===== config.mk =====
export PLATFORM = sky130hd
export DESIGN_NAME = ifetch
export DESIGN_NICKNAME = d
export VERILOG_FILES = /design/src/rtl/ifetch_pkg.sv /design/src/rtl/ifetch_fifo.sv /design/src/rtl/ifetch.sv
export SDC_FILE = /design/constraint.sdc
export NUM_CORES = 1
export LEC_CHECK = 0
export CORE_UTILIZATION = 28
export CTS_BUF_LIST = sky130_fd_sc_hd__clkbuf_4
export DETAILED_ROUTE_END_ITERATION = 10
export PLACE_DENSITY = 0.6
export SLEW_MARGIN = 20
export SYNTH_ARGS = -nofsm -noshare
export SYNTH_HDL_FRONTEND = slang
export SYNTH_SLANG_ARGS = --single-unit

===== constraint.sdc =====
create_clock -name clk -period 3 [get_ports clk]
set_input_delay 0.6 -clock clk [delete_from_list [all_inputs] [get_ports clk]]
set_output_delay 0.6 -clock clk [all_outputs]
set_load 0.01 [all_outputs]

===== src/rtl/ifetch_pkg.sv =====
// ifetch_pkg: shared types and constants for the instruction fetch stage
// ROM window is [ROM_BASE_ADDR, ROM_END_ADDR); fetch_entry_t is one buffered fetch.
package ifetch_pkg;
    localparam logic [31:0] ROM_BASE_ADDR     = 32'h0000_1000;
    localparam logic [31:0] ROM_END_ADDR      = 32'h0000_2000;
    localparam int          IFETCH_FIFO_DEPTH = 2;
    localparam logic [31:0] NOP_INSTR         = 32'h0000_0013;
    typedef struct packed {
        logic [31:0] pc;
        logic [31:0] instr;
        logic        fault;
    } fetch_entry_t;
endpackage


===== src/rtl/ifetch_fifo.sv =====
// fetch_fifo: synchronous FIFO of fetch_entry_t with flush
// Ports: clk, rst_n (async active-low), flush (priority over push/pop), push, pop,
//        din (entry to enqueue), full, empty, head (oldest entry).
module fetch_fifo
    import ifetch_pkg::*;
#(
    parameter int DEPTH = IFETCH_FIFO_DEPTH
) (
    input  logic         clk,
    input  logic         rst_n,
    input  logic         flush,
    input  logic         push,
    input  logic         pop,
    input  fetch_entry_t din,
    output logic         full,
    output logic         empty,
    output fetch_entry_t head
);
    localparam int AW = $clog2(DEPTH);
    fetch_entry_t mem [DEPTH];
    logic [AW:0] wr_ptr, rd_ptr;
    // Extra wrap bit distinguishes full from empty when the index bits match.
    assign empty = wr_ptr == rd_ptr;
    assign full  = (wr_ptr[AW] != rd_ptr[AW]) && (wr_ptr[AW-1:0] == rd_ptr[AW-1:0]);
    assign head  = mem[rd_ptr[AW-1:0]];
    always_ff @(posedge clk or negedge rst_n) begin
        if (!rst_n) begin
            wr_ptr <= '0;
            rd_ptr <= '0;
            mem    <= '{default: '0};
        end else if (flush) begin
            wr_ptr <= '0;
            rd_ptr <= '0;
        end else begin
            if (push) begin
                mem[wr_ptr[AW-1:0]] <= din;
                wr_ptr              <= wr_ptr + 1'b1;
            end
            if (pop) rd_ptr <= rd_ptr + 1'b1;
        end
    end
endmodule


===== src/rtl/ifetch.sv =====
// ifetch: instruction fetch stage - owns the PC, reads the ROM, buffers {pc, instr, fault}
// Ports: clk, rst_n (async active-low), rom_addr/rom_data (combinational ROM port),
//        redirect_valid/redirect_pc (flush + restart), out_valid/out_ready handshake,
//        out_pc/out_instr/out_fault (FIFO head).
// Optional: define FETCH_FAULT_EN to flag fetches outside the ROM window and replace them with NOP.
module ifetch
    import ifetch_pkg::*;
#(
    parameter logic [31:0] RESET_PC   = ROM_BASE_ADDR,
    parameter int          FIFO_DEPTH = IFETCH_FIFO_DEPTH
) (
    input  logic        clk,
    input  logic        rst_n,
    output logic [31:0] rom_addr,
    input  logic [31:0] rom_data,
    input  logic        redirect_valid,
    input  logic [31:0] redirect_pc,
    output logic        out_valid,
    input  logic        out_ready,
    output logic [31:0] out_pc,
    output logic [31:0] out_instr,
    output logic        out_fault
);
    logic [31:0]  pc;
    logic         full, empty, push, pop, fault;
    fetch_entry_t din, head;
    assign pop  = !empty && out_ready;
    // A slot freed by this cycle's pop can be refilled on the same edge.
    assign push = !redirect_valid && (!full || pop);
`ifdef FETCH_FAULT_EN
    assign fault = !(pc >= ROM_BASE_ADDR && pc < ROM_END_ADDR);
`else
    assign fault = 1'b0;
`endif
    assign din = '{pc: pc, instr: fault ? NOP_INSTR : rom_data, fault: fault};
    always_ff @(posedge clk or negedge rst_n) begin
        if (!rst_n) pc <= RESET_PC;
        else if (redirect_valid) pc <= redirect_pc & ~32'h3;
        else if (push) pc <= pc + 32'd4;
    end
    fetch_fifo #(.DEPTH(FIFO_DEPTH)) u_fifo (
        .clk   (clk),
        .rst_n (rst_n),
        .flush (redirect_valid),
        .push  (push),
        .pop   (pop),
        .din   (din),
        .full  (full),
        .empty (empty),
        .head  (head)
    );
    assign rom_addr  = pc;
    assign out_valid = !empty;
    assign out_pc    = head.pc;
    assign out_instr = head.instr;
    assign out_fault = head.fault;
endmodule


==> reports/qor.csv <==
stage;metric;value;unit
place;finalWeightedCongestion;0.7344;
power;sw_frac_of_total;33.11;%
yosys;synth_cell_types;52;
cts;cts.reportedPaths.clkPinSlew;0.15;ns
cts;postCtsSetupRepairBufs;4;
cts;tritoncts;done;
power;power.share.clock;13.8;%
power;share_comb_of_total_power;47.9;%
yosys;synth-async-reset-ratio;100.0;%
yosys;yosys_warning_total;0;
detailed_routing;drt-pass1-iter-count;7;
cts;clk_root_buffer_cell;clkbuf_4;
yosys;synth_top_family_by_area;multiplexers;
finish;layout_cell_share_with_drive_strength_beyond_1;33.60;%
detailed_routing;drt_drc_violations_left;10;
flow_run;timing.max_cap.violations;0;
worst_setup_path;critPathKind;register to primary output;
finish;layout-area-overhead-vs-synth;31.22;%
yosys;synth-seq-area-share;52.54;%
power;leakage_power_total;3.769;nW
detailed_routing;met2WireLength;8.799;mm
timing;timing.final.hold_violations;0;
yosys;synth_top_cells_by_count;mux2_2 (183), dfrtp_1 (157), nor2_1 (24), a31oi_1 (19), clkbuf_1 (19);
timing;post-route-min-period;2.785;ns
floorplanning;io_pins;166;
yosys;post_synth_fa_ha_maj_area_fraction;0.1662;%
yosys;synth_enable_flop_cells;0;
yosys;cell_taking_the_most_area_after_synthesis;dfrtp_1;
yosys;post_synth_xor_area_fraction;1.712;%
yosys;gate_count_after_technology_mapping;587;
global_routing;grt_usage;14.28;%
timing;setup_violation_total_in_the_final_timing_report;0;
timing;rsz0062_at_grt;no;
global_routing;grt_pass1_vias;5467;
timing;finalClockSkew;0.02915;ns
cts;cts_hold_repair.buffers;0;
worst_setup_path;critPathMaxFanout;16;
power;power.switching;0.003066;W
yosys;post_synthesis_average_cell_area;12.82;sq um
worst_setup_path;cp.required;2.40;ns
yosys;post_synth_mux_area_share;27.96;%
timing;worst_pin_slew;0.6542;ns
place;detailed_place_hpwl;12.44;mm
timing;period_share;92.84;%
detailed_routing;wire_per_inst;17.24;microns
cts;postCtsResizedCells;0;
detailed_routing;met1_length;9.026;mm
yosys;synth.most_common_cell;mux2_2;
yosys;netlist.area_leader.share;52.19;%
detailed_routing;avgViaCountPerCell;4.832;
yosys;synth-main-ff-cell;dfrtp_1;
yosys;synth.area.top_cells;dfrtp_1 (52%), mux2_2 (27%), or4_1 (1.7%);
global_routing;grt_first_pass_wirelength;30.90;mm
floorplanning;chip_height;166.0;microns
worst_setup_path;endpoint_kind;primary output;
timing;fmaxAchievable;359.0;MHz
detailed_routing;routed-wl-met3;849;microns
floorplanning;rows;59;
floorplanning;dieWidth;166.0;microns
global_routing;grt_max_degree;64;
cts;cts-buffers-inserted;17;
yosys;mappedNetlistArea;7527;sq um
floorplanning;design.core.area;26210;sq um
detailed_routing;drt_wl_total;18.88;mm
timing;setup_total_negative_slack;0;ns
cts;clk_latency;0.55;ns
run_status;run_status;finished with violations;
yosys;ys_seq_elements;158;
detailed_routing;top_signal_layer_used;met4;
power;ir_drop;387.3;uV
worst_setup_path;worstPathArrival;2.19;ns
worst_setup_path;critical_path.startpoint_type;register;
floorplanning;initial_utilization;28.72;%
run_status;failed_checks;DRC;
cts;cts_max_level;4;
floorplanning;die_area;27540;sq um
yosys;synth-compound-area-share;5.851;%
power;pwr-share-seq;38.3;%
yosys;area_fraction_in_and_or_nand_and_nor_cells_after_synthesis;8.644;%
timing;slew_headroom;56.38;%
finish;post-route-util;37.69;%
timing;final-max-slew-violation-count;0;
detailed_routing;detailedRoute.firstIterationViolations;198;
place;io_buffers;158;
cts;maximum_clock_insertion_buffer_count;2;
global_routing;gr-total-overflow;0;
cts;clock_sinks;158;
worst_hold_path;hp-class;primary input to asynchronous set/reset pin;
detailed_routing;via_count;5291;
finish;finalNetCount;815;
detailed_routing;drt.antenna.violating_nets;0;
power;power.density_cell_area;937.5;nW/um^2
worst_setup_path;reg2reg_from;u_fifo.rd_ptr[0]$_DFFE_PN0P_;
worst_setup_path;launch_point_of_the_critical_path;u_fifo.rd_ptr[0]$_DFFE_PN0P_;
global_routing;antenna_found_initial;1;
power;p_int;0.006194;W
## power groups by stage
stage / clock network [W] / registers (W) / logic [W]
3_3_place_gp: 0 / 0.00364 / 0.00430
6_report: 0.00128 / 0.00355 / 0.00443
3_5_place_dp: 0 / 0.00367 / 0.00434
5_1_grt: 0.00144 / 0.00369 / 0.00477
4_1_cts: 0.00134 / 0.00356 / 0.00451
2_1_floorplan: 0 / 0.00341 / 0.00252
## flip-flops by register name, indices dropped and copies added, names as in the netlist
| name | count |
|---|---|
| u_fifo.wr_ptr | 2 |
| u_fifo.mem | 124 |
| rom_addr | 30 |
| u_fifo.rd_ptr | 2 |
## cell families after synthesis
logic type | Yosys count
buf+inv | 49
fa+ha+maj | 1
mux | 187
xor+xnor | 13
simple gates | 112
flops | 158
other cells | 1
compound gates | 66
## cells in the final DEF (no fill, tap or decap), drive strengths merged, types with 8 or more instances in the layout
master | netlist | layout
nand2 | 17 | 17
dfrtp | 157 | 157
buf | 23 | 22
xor2 | 9 | 9
clkbuf | 20 | 17
o21ai | 16 | 16
nor2 | 24 | 24
nand3 | 15 | 15
or3 | 8 | 8
clkdlybuf4s50 | 0 | 157
inv | 5 | 10
mux2 | 186 | 186
o31ai | 13 | 13
or4 | 20 | 20
nand4 | 8 | 8
a31oi | 19 | 19
clkinv | 1 | 10
## per-layer routing
layer / track usage (%) / vias up
li1: - / 2494
met1: 19.39 / 2676
met2: 22.71 / 109
met3: 3.384 / 12
met4: 3.901 / 0
met5: 0 / -
## layout make-up
cell class | count | area [sq um]
clock buffer | 17 | 127.6
fill | 2550 | 16330
clock inverter | 15 | 136.4
multi-input combinational | 384 | 3374
antenna | 1 | 2.502
timing repair buffer | 179 | 1836
inverter | 6 | 22.52
sequential | 158 | 3959
tap | 335 | 419.2
## final timing paths
check	end	depth (start not counted)	slack [ns]
min in group clk	u_fifo.mem[107]$_DFFE_PN0P_	1	0.51
min	u_fifo.mem[92]$_DFFE_PN0P_	1	0.03
max reg2reg	u_fifo.mem[63]$_DFFE_PN0P_	6	0.50
max	out_instr[21]	3	0.21
max in group asynchronous	u_fifo.mem[117]$_DFFE_PN0P_	2	2.12
min reg2reg	u_fifo.mem[107]$_DFFE_PN0P_	1	0.51
## stage by stage
step	total power (W)	worst slack (ns)	instance area (sq um)	instances	hold slack [ns]
floorplan	0.005935	0.9320	7542	591	0.3044
global placement	0.007939	0.4140	9560	1058	0.4706
detailed placement	0.008005	0.3858	9560	1058	0.4803
global route	0.009901	0.06758	9877	1095	0.005442
CTS	0.009414	0.1281	9874	1094	0.01282
finish	0.009260	0.2148	9877	1095	0.03256
## worst max-delay path: stages, from the launching register on
cell and delay (ns):
dfrtp_4 0.59, buf_16 0.21, mux2_2 0.34, clkdlybuf4s50_1 0.51
No activity file was read; power rests on OpenSTA's default activity.
